**src/rtl/mssd_gen.sv**
```systemverilog
// mssd_gen: a serial frame demultiplexer.
// Each frame is: start bit (0), channel field, length field, then payload bits.
// Every payload bit is routed to one of 2**CH_BITS channels with a
// one-cycle valid strobe. Zero-length frames, abort and back-to-back
// frames are supported.
module mssd_gen #(
    parameter int unsigned CH_BITS  = 2,
    parameter int unsigned LEN_BITS = 4
) (
    input  logic                      clk,
    input  logic                      rst,
    input  logic                      clk_en,
    input  logic                      ser_in,
    input  logic                      abort,
    output logic                      data_out,
    output logic [(2**CH_BITS)-1:0]   ch_valid,
    output logic [(2**CH_BITS)-1:0]   port_onehot,
    output logic [LEN_BITS-1:0]       rem_len,
    output logic                      busy,
    output logic                      done,
    output logic                      aborted
);

    localparam int unsigned NCH   = 2**CH_BITS;
    localparam int unsigned MAXB  = (CH_BITS > LEN_BITS) ? CH_BITS : LEN_BITS;
    localparam int unsigned CNT_W = $clog2(MAXB + 1);

    typedef enum logic [1:0] {
        S_IDLE = 2'd0,
        S_CHAN = 2'd1,
        S_LEN  = 2'd2,
        S_DATA = 2'd3
    } state_t;

    state_t                r_state;
    state_t                w_state_nxt;

    logic [CH_BITS-1:0]    r_ch_sh;
    logic [LEN_BITS-1:0]   r_len_sh;
    logic [CNT_W-1:0]      r_bit_cnt;
    logic                  r_data_out;
    logic [NCH-1:0]        r_ch_valid;
    logic [NCH-1:0]        r_port_onehot;
    logic [LEN_BITS-1:0]   r_rem_len;
    logic                  r_done;
    logic                  r_aborted;

    logic [CH_BITS-1:0]    w_ch_sh_nxt;
    logic [LEN_BITS-1:0]   w_len_sh_nxt;
    logic [CNT_W-1:0]      w_bit_cnt_nxt;
    logic                  w_data_out_nxt;
    logic [NCH-1:0]        w_ch_valid_nxt;
    logic [NCH-1:0]        w_port_onehot_nxt;
    logic [LEN_BITS-1:0]   w_rem_len_nxt;
    logic                  w_done_nxt;
    logic                  w_aborted_nxt;

    // Field values including the bit being sampled this cycle
    logic [CH_BITS-1:0]    w_ch_shift;
    logic [LEN_BITS-1:0]   w_len_shift;

    assign w_ch_shift  = CH_BITS'({r_ch_sh, ser_in});
    assign w_len_shift = LEN_BITS'({r_len_sh, ser_in});

    // State register
    always_ff @(posedge clk) begin
        if (rst) begin
            r_state <= S_IDLE;
        end else begin
            r_state <= w_state_nxt;
        end
    end

    // Next-state and next-output logic; abort overrides the bit sample
    always_comb begin
        w_state_nxt       = r_state;
        w_ch_sh_nxt       = r_ch_sh;
        w_len_sh_nxt      = r_len_sh;
        w_bit_cnt_nxt     = r_bit_cnt;
        w_data_out_nxt    = r_data_out;
        w_ch_valid_nxt    = '0;
        w_port_onehot_nxt = r_port_onehot;
        w_rem_len_nxt     = r_rem_len;
        w_done_nxt        = 1'b0;
        w_aborted_nxt     = 1'b0;

        if (abort && (r_state != S_IDLE)) begin
            w_state_nxt   = S_IDLE;
            w_aborted_nxt = 1'b1;
            w_rem_len_nxt = '0;
            w_bit_cnt_nxt = '0;
        end else if (clk_en) begin
            case (r_state)
                S_IDLE: begin
                    if (!ser_in) begin
                        w_state_nxt   = S_CHAN;
                        w_bit_cnt_nxt = '0;
                    end
                end
                S_CHAN: begin
                    w_ch_sh_nxt = w_ch_shift;
                    if (r_bit_cnt == CNT_W'(CH_BITS - 1)) begin
                        w_port_onehot_nxt = NCH'(1) << w_ch_shift;
                        w_bit_cnt_nxt     = '0;
                        w_state_nxt       = S_LEN;
                    end else begin
                        w_bit_cnt_nxt = r_bit_cnt + CNT_W'(1);
                    end
                end
                S_LEN: begin
                    w_len_sh_nxt = w_len_shift;
                    if (r_bit_cnt == CNT_W'(LEN_BITS - 1)) begin
                        w_bit_cnt_nxt = '0;
                        if (w_len_shift == '0) begin
                            w_done_nxt    = 1'b1;
                            w_rem_len_nxt = '0;
                            w_state_nxt   = S_IDLE;
                        end else begin
                            w_rem_len_nxt = w_len_shift;
                            w_state_nxt   = S_DATA;
                        end
                    end else begin
                        w_bit_cnt_nxt = r_bit_cnt + CNT_W'(1);
                    end
                end
                S_DATA: begin
                    w_data_out_nxt = ser_in;
                    w_ch_valid_nxt = r_port_onehot;
                    w_rem_len_nxt  = r_rem_len - LEN_BITS'(1);
                    if (r_rem_len == LEN_BITS'(1)) begin
                        w_done_nxt  = 1'b1;
                        w_state_nxt = S_IDLE;
                    end
                end
                default: begin
                    w_state_nxt = S_IDLE;
                end
            endcase
        end
    end

    // Datapath and output registers
    always_ff @(posedge clk) begin
        if (rst) begin
            r_ch_sh       <= '0;
            r_len_sh      <= '0;
            r_bit_cnt     <= '0;
            r_data_out    <= 1'b0;
            r_ch_valid    <= '0;
            r_port_onehot <= '0;
            r_rem_len     <= '0;
            r_done        <= 1'b0;
            r_aborted     <= 1'b0;
        end else begin
            r_ch_sh       <= w_ch_sh_nxt;
            r_len_sh      <= w_len_sh_nxt;
            r_bit_cnt     <= w_bit_cnt_nxt;
            r_data_out    <= w_data_out_nxt;
            r_ch_valid    <= w_ch_valid_nxt;
            r_port_onehot <= w_port_onehot_nxt;
            r_rem_len     <= w_rem_len_nxt;
            r_done        <= w_done_nxt;
            r_aborted     <= w_aborted_nxt;
        end
    end

    assign data_out    = r_data_out;
    assign ch_valid    = r_ch_valid;
    assign port_onehot = r_port_onehot;
    assign rem_len     = r_rem_len;
    assign done        = r_done;
    assign aborted     = r_aborted;
    assign busy        = (r_state != S_IDLE);

endmodule

```
**config.mk**
```make
export PLATFORM = sky130hd
export DESIGN_NAME = mssd_gen
export DESIGN_NICKNAME = d
export VERILOG_FILES = /design/src/rtl/mssd_gen.sv
export SDC_FILE = /design/constraint.sdc
export NUM_CORES = 1
export LEC_CHECK = 0
export ABC_AREA = 1
export CAP_MARGIN = 20
export CORE_MARGIN = 2
export CORE_UTILIZATION = 56
export DETAILED_ROUTE_END_ITERATION = 8
export PLACE_DENSITY = 0.83
export SKIP_CTS_REPAIR_TIMING = 1
export SYNTH_ARGS = -nofsm -noshare
export SYNTH_HDL_FRONTEND = slang
export SYNTH_SLANG_ARGS = --single-unit
```
**constraint.sdc**
```tcl
create_clock -name clk -period 2.1 [get_ports clk]
set_input_delay 0.42 -clock clk [delete_from_list [all_inputs] [get_ports clk]]
set_output_delay 0.42 -clock clk [all_outputs]
set_load 0.005 [all_outputs]
```
After elaboration in Yosys (flattened, before gate mapping)
Index checks and enable logic that the tools add are counted.
{ "totals": {"reg_bits": 24, "in_bits": 5, "out_inout_bits": 16} }
{ "classes": {"addsub": 2, "eq_ne": 10, "shifts": 1, "n_mux": 18, "bitwise": 3, "reduce_logical": 16} }
{ "op_table": {"columns": ["operator", "count"], "rows": [
  ["$reduce_and A3 Y1", 5],
  ["$mux W2", 5],
  ["$mux W3", 3],
  ["$pmux W3 S3", 1],
  ["$mux W4", 2],
  ["$ne A2 B2 Y1 const B", 4],
  ["$pmux W2 S4", 1],
  ["$pmux W4 S2", 1],
  ["$reduce_and A5 Y1", 1],
  ["$eq A2 B2 Y1 const B", 2],
  ["$eq A4 B1 Y1 const B", 1],
  ["$logic_not A4 Y1", 1],
  ["$mux W1", 4],
  ["$reduce_and A4 Y1", 1],
  ["$reduce_bool A2 Y1", 2],
  ["$reduce_or A4 Y1", 1],
  ["$shl A1 B2 Y4 const A", 1],
  ["$sub A4 B1 Y4 const B", 1],
  ["$add A3 B1 Y3 const B", 1],
  ["$eq A3 B1 Y1 const B", 1],
  ["$eq A3 B2 Y1 const B", 1],
  ["$not A1 Y1", 3],
  ["$reduce_bool A3 Y1", 1],
  ["$reduce_or A3 Y1", 1],
  ["other kinds (5)", 5]
]} }

Depth between registers and ports, before layout
{ "depth": {"word_depth": 4, "mapped_depth": 9, "ltp_nobuf": 9} }

Worst setup path before layout
Ideal clock, no wire load.
{ "synth_timing": {"kind": "reg-to-reg", "start": "register r_state[0]", "end": "register r_state[0]", "setup_ps": 129, "t_arrival_ps": 1218, "required_ps": 1971, "path_slack_ps": 752, "path_stages_with_launch": 10, "n_path_buf": 1, "cell_sequence": "dfxtp_1 inv_1 ha_1 buf_2 nand2_1 nand2_1 inv_2 nand3_1 nand2_1 a21oi_1"} }
{ "synth_via": {"elab_chain_cells": 3, "elab_cells_between_ends": 13} }
{ "synth_lines": {"columns": ["item", "line", "text"], "rows": [
  ["start: declaration", "35", "state_t r_state;"],
  ["start signal: assignment", "70", "r_state <= w_state_nxt;"],
  ["$eq A2 B2 Y1, or another cell as far along", "93", "case (r_state)"],
  ["$ne A2 B2 Y1 (no line) / $logic_and A1 B1 Y1 (equally long branches)", null, null],
  ["$reduce_and A5 Y1 (no line) / $reduce_or A2 Y1 (equally long branches)", null, null]
]} }
Parallel ways exist; a longest one is shown, timed or not.
A chain may end at the register's enable or synchronous reset.

Worst setup path in the final report
{ "layout_timing": {"start": "register r_state[1]", "end": "output busy"} }
{ "layout_via": {"elab_chain_cells": 1} }
{ "layout_lines": {"columns": ["item", "line", "text"], "rows": [
  ["$reduce_bool A2 Y1", "173", "assign busy = (r_state != S_IDLE);"],
  ["end: declaration", "19", "output logic busy,"]
]} }
No other way between the ends.

==> summary by stage <==
Placement
Port buffering added 20 buffers. The number of placed instances, taps included is 218. After legalization and detailed placement, the total HPWL measured 1920 um.

At the end of routability-driven placement, the weighted congestion stood at 0.849.

Route
After detailed routing, the total wire length is 2510 um. The first detailed-routing pass took 4 iterations. The remaining antenna violation count after routing is 0. In the final routed layout, each cell accounts on average for 11.3 um. The via density per instance is slightly above 5. The total number of vias is 1137. The DRC marker count from the first detailed-route iteration is 26. For this run, design rule violations remaining after detail routing come to 0.

Die
The core region is between 2000 and 2500 um^2. The die width is 51.6 um. The floorplan step defined a die boundary enclosing 2670 um^2. Row generation in the floorplan step produced 17 rows. The number of top-level design ports is 21.

From bottom edge to top edge, the die measures 51.6 um. The initial core utilization is 0.586.

Synthesis
Yosys attributes the largest share of cell area to sky130_fd_sc_hd__dfxtp_1, sky130_fd_sc_hd__nand2_1, sky130_fd_sc_hd__ha_1. The most used flip-flop cell after synthesis is sky130_fd_sc_hd__dfxtp_1. The number of instances in the synthesized netlist is 172. Counting flops with a built-in enable in the synthesized netlist gives 0. The sequential-to-total area share from yosys stat is 0.378.

The number of warnings reported in the yosys synthesis log is 0. Of the post-synthesis cell area, the dominant cell type holds 0.378. Yosys mapped the design onto 23 distinct sky130hd cell types. In the post-synthesis netlist, the cell with the most instances is sky130_fd_sc_hd__nand2_1. The number of nets in the synthesized netlist is 188. The total standard cell area after synthesis is 1270 um^2. The post-synthesis async set-or-reset flop share is 0. The cell type with the highest aggregate area in the netlist is sky130_fd_sc_hd__dfxtp_1. After synthesis, the most frequently instantiated cells are sky130_fd_sc_hd__nand2_1, sky130_fd_sc_hd__dfxtp_1, sky130_fd_sc_hd__inv_1.

The number of synthesized register bits is 24. The mean cell area of the mapped netlist is 7.39 um^2.

Min path
The hold-critical path depth is 2. For hold timing, the worst endpoint is ch_valid[2]$_SDFF_PP0_. The worst min-delay path category is reg -> reg. The worst hold path begins at port_onehot[2]$_SDFFE_PP0P_.

Power and ir drop
The worst vdd rail ir drop is between 0.3 and 0.4 mV. The total power is between 0.0008 and 0.0009 W. Dividing total power by cell area gives a power density of 548 nW/um^2.

The static leakage power is 0.572 nW.

Clock tree
For this design, the sink count on the clock tree is 24. Clock latency on the worst-skew pair, taken at its later pin, is about 310 ps. The clock tree from TritonCTS is yes. The root buffer cell chosen for the clock tree is sky130_fd_sc_hd__clkbuf_4. In this run the number of H-tree levels came out at 1. The number of buffers between clock root and the deepest sink is 2. TritonCTS created 3 clock buffers. Clock-pin slew was measured on the worst setup and hold paths at 130 ps.

Global routing
For this run the aggregate overflow at the end of global routing stands at 0. The first global-routing pass estimated 4370 um of wire. The maximum number of pins on one net before global-route repair is 14. The number of global-route vias before repair was 1094. The number of antenna violations at the first check in global routing is 0.

For this run, the total global-route usage over all layers was measured as 0.215.

Worst setup path
The reg-to-reg setup timing slack is 590 ps. The critical path is of the reg -> out type. The endpoint identified for the worst register-to-register timing path is r_state[0]$_SDFFE_PP0P_. The worst register-to-register path begins at r_state[0]$_SDFFE_PP0P_. Of all nets on the critical path, the largest fanout is 5.

The number of cells on the worst reg-to-reg path is 8. The worst path arrival time is between 1500 and 2000 ps. The worst setup path is launched from a flip-flop.

The required time reported for the critical path endpoint is 1680 ps. The worst setup path is captured at a primary output.

Timing
The timing-limited maximum frequency is 495 MHz. The total count of hold-check failures in the final report was 0. The share of the clock period used by the worst path is 0.963. After routing, the total negative slack on setup checks comes to 0 ps. Clock skew on the completed layout was measured at 4.54 ps. The worst slew slack as a fraction of its limit is 0.746.

The time the final worst path needs with I/O delays and setup is 2020 ps. Setup repair after global routing left no endpoint under its margin. The number of setup violations in the final report is 0. The slew at the pin closest to its max-slew limit is about 380 ps. The count of pins over their slew limit was 0.

Final layout
The total area of sequential cells is around 500 um^2. The fill cell instance count of the final layout is 187. After the last flow step, the layout net total stands at 211. The ratio of cells with drive above 1 in the final layout is 0.144. The repair_antennas step left the layout with diodes totalling 0. The post-synthesis to final-layout area growth is 20.9%.

The final non-filler cell total is 222. The area taken by multi-input logic gates is about 680 um^2.

Outcome
The flow ran to the end, and the final reports show no timing, DRC or antenna violations.

Run
The max-capacitance violation count is 0.
-- worst max-delay path, stage by stage, from the launching register on --
cell and delay, ps:
sky130_fd_sc_hd__dfxtp_2 390, sky130_fd_sc_hd__inv_1 100, sky130_fd_sc_hd__ha_2 200, sky130_fd_sc_hd__inv_2 100, sky130_fd_sc_hd__clkdlybuf4s50_1 510
-- through the flow --
| stage | setup WS, ps | utilization | cell area, um^2 | hold WS, ps |
|---|---|---|---|---|
| finish | 78.4 | 0.708 | 1540 | 446 |
| global route | 24.7 | 0.708 | 1540 | 481 |
| CTS | -22.3 | 0.705 | 1530 | 452 |
| detailed placement | 344 | 0.688 | 1490 | 432 |
| global placement | 382 | 0.688 | 1490 | 433 |
| floorplan | 752 | - | 1270 | 438 |
-- kinds of logic (layout without fill, tap and decap cells) --
logic type / after synthesis / count (layout) / share of synthesized area
AOI/OAI and AO/OA: 30 / 30 / 0.147
and+or+nand+nor: 79 / 79 / 0.277
adders and majority gates: 11 / 11 / 0.108
DFF: 24 / 24 / 0.378
buffers and inverters: 28 / 50 / 0.0906
-- how the worst max path moves through the flow --
stage,slack (ps),start,endpoint
after global placement,380,r_state[0]$_SDFFE_PP0P_,busy
after detailed placement,340,r_state[0]$_SDFFE_PP0P_,busy
after CTS,-20,r_state[0]$_SDFFE_PP0P_,busy
after global routing,20,r_state[1]$_SDFFE_PP0P_,busy
final,80,r_state[1]$_SDFFE_PP0P_,busy
after floorplan,750,r_state[0]$_SDFFE_PP0P_,r_state[0]$_SDFFE_PP0P_
-- state kept, by name, indices dropped and copies added, names as in the netlist, 2 cells and up --
| register | flops |
|---|---|
| rem_len | 4 |
| r_bit_cnt | 3 |
| port_onehot | 4 |
| r_len_sh | 3 |
| r_state | 2 |
| ch_valid | 4 |
-- routing by layer --
layer  global-route usage  part of all wire  vias up
li1                     -                 -      586
met1                0.253              0.46      516
met2                0.380              0.49       29
met3               0.0316             0.031        6
met4                0.105             0.017        0
met5                    0                 0        -
-- cells in the final DEF (no fill, tap or decap), drive strengths merged --
master and instances:
a21oi 18, a211oi 2, buf 1, nand2 43, nand4 1, clkbuf 4
inv 25, ha 11, nor3 1, clkdlybuf4s50 20, dfxtp 24, nand3b 1
o21ai 8, nand3 12, o211ai 1, nor2 21, a21o 1
-- power breakdown --
group | switching [W] | leakage, nW | internal (W)
combinational | 0.0000792 | 0.356 | 0.0000490
clock | 0.000137 | 0.0210 | 0.000106
sequential | 0.00000751 | 0.195 | 0.000463
-- area by class of cell --
cell class | count | share of cell area
Multi-Input combinational cell | 120 | 0.441
Sequential cell | 24 | 0.316
Timing Repair Buffer | 21 | 0.135
Inverter | 25 | 0.0611
Clock buffer | 4 | 0.0236
Tap cell | 28 | 0.0228
Note: power is estimated with default switching activity, not from simulation.
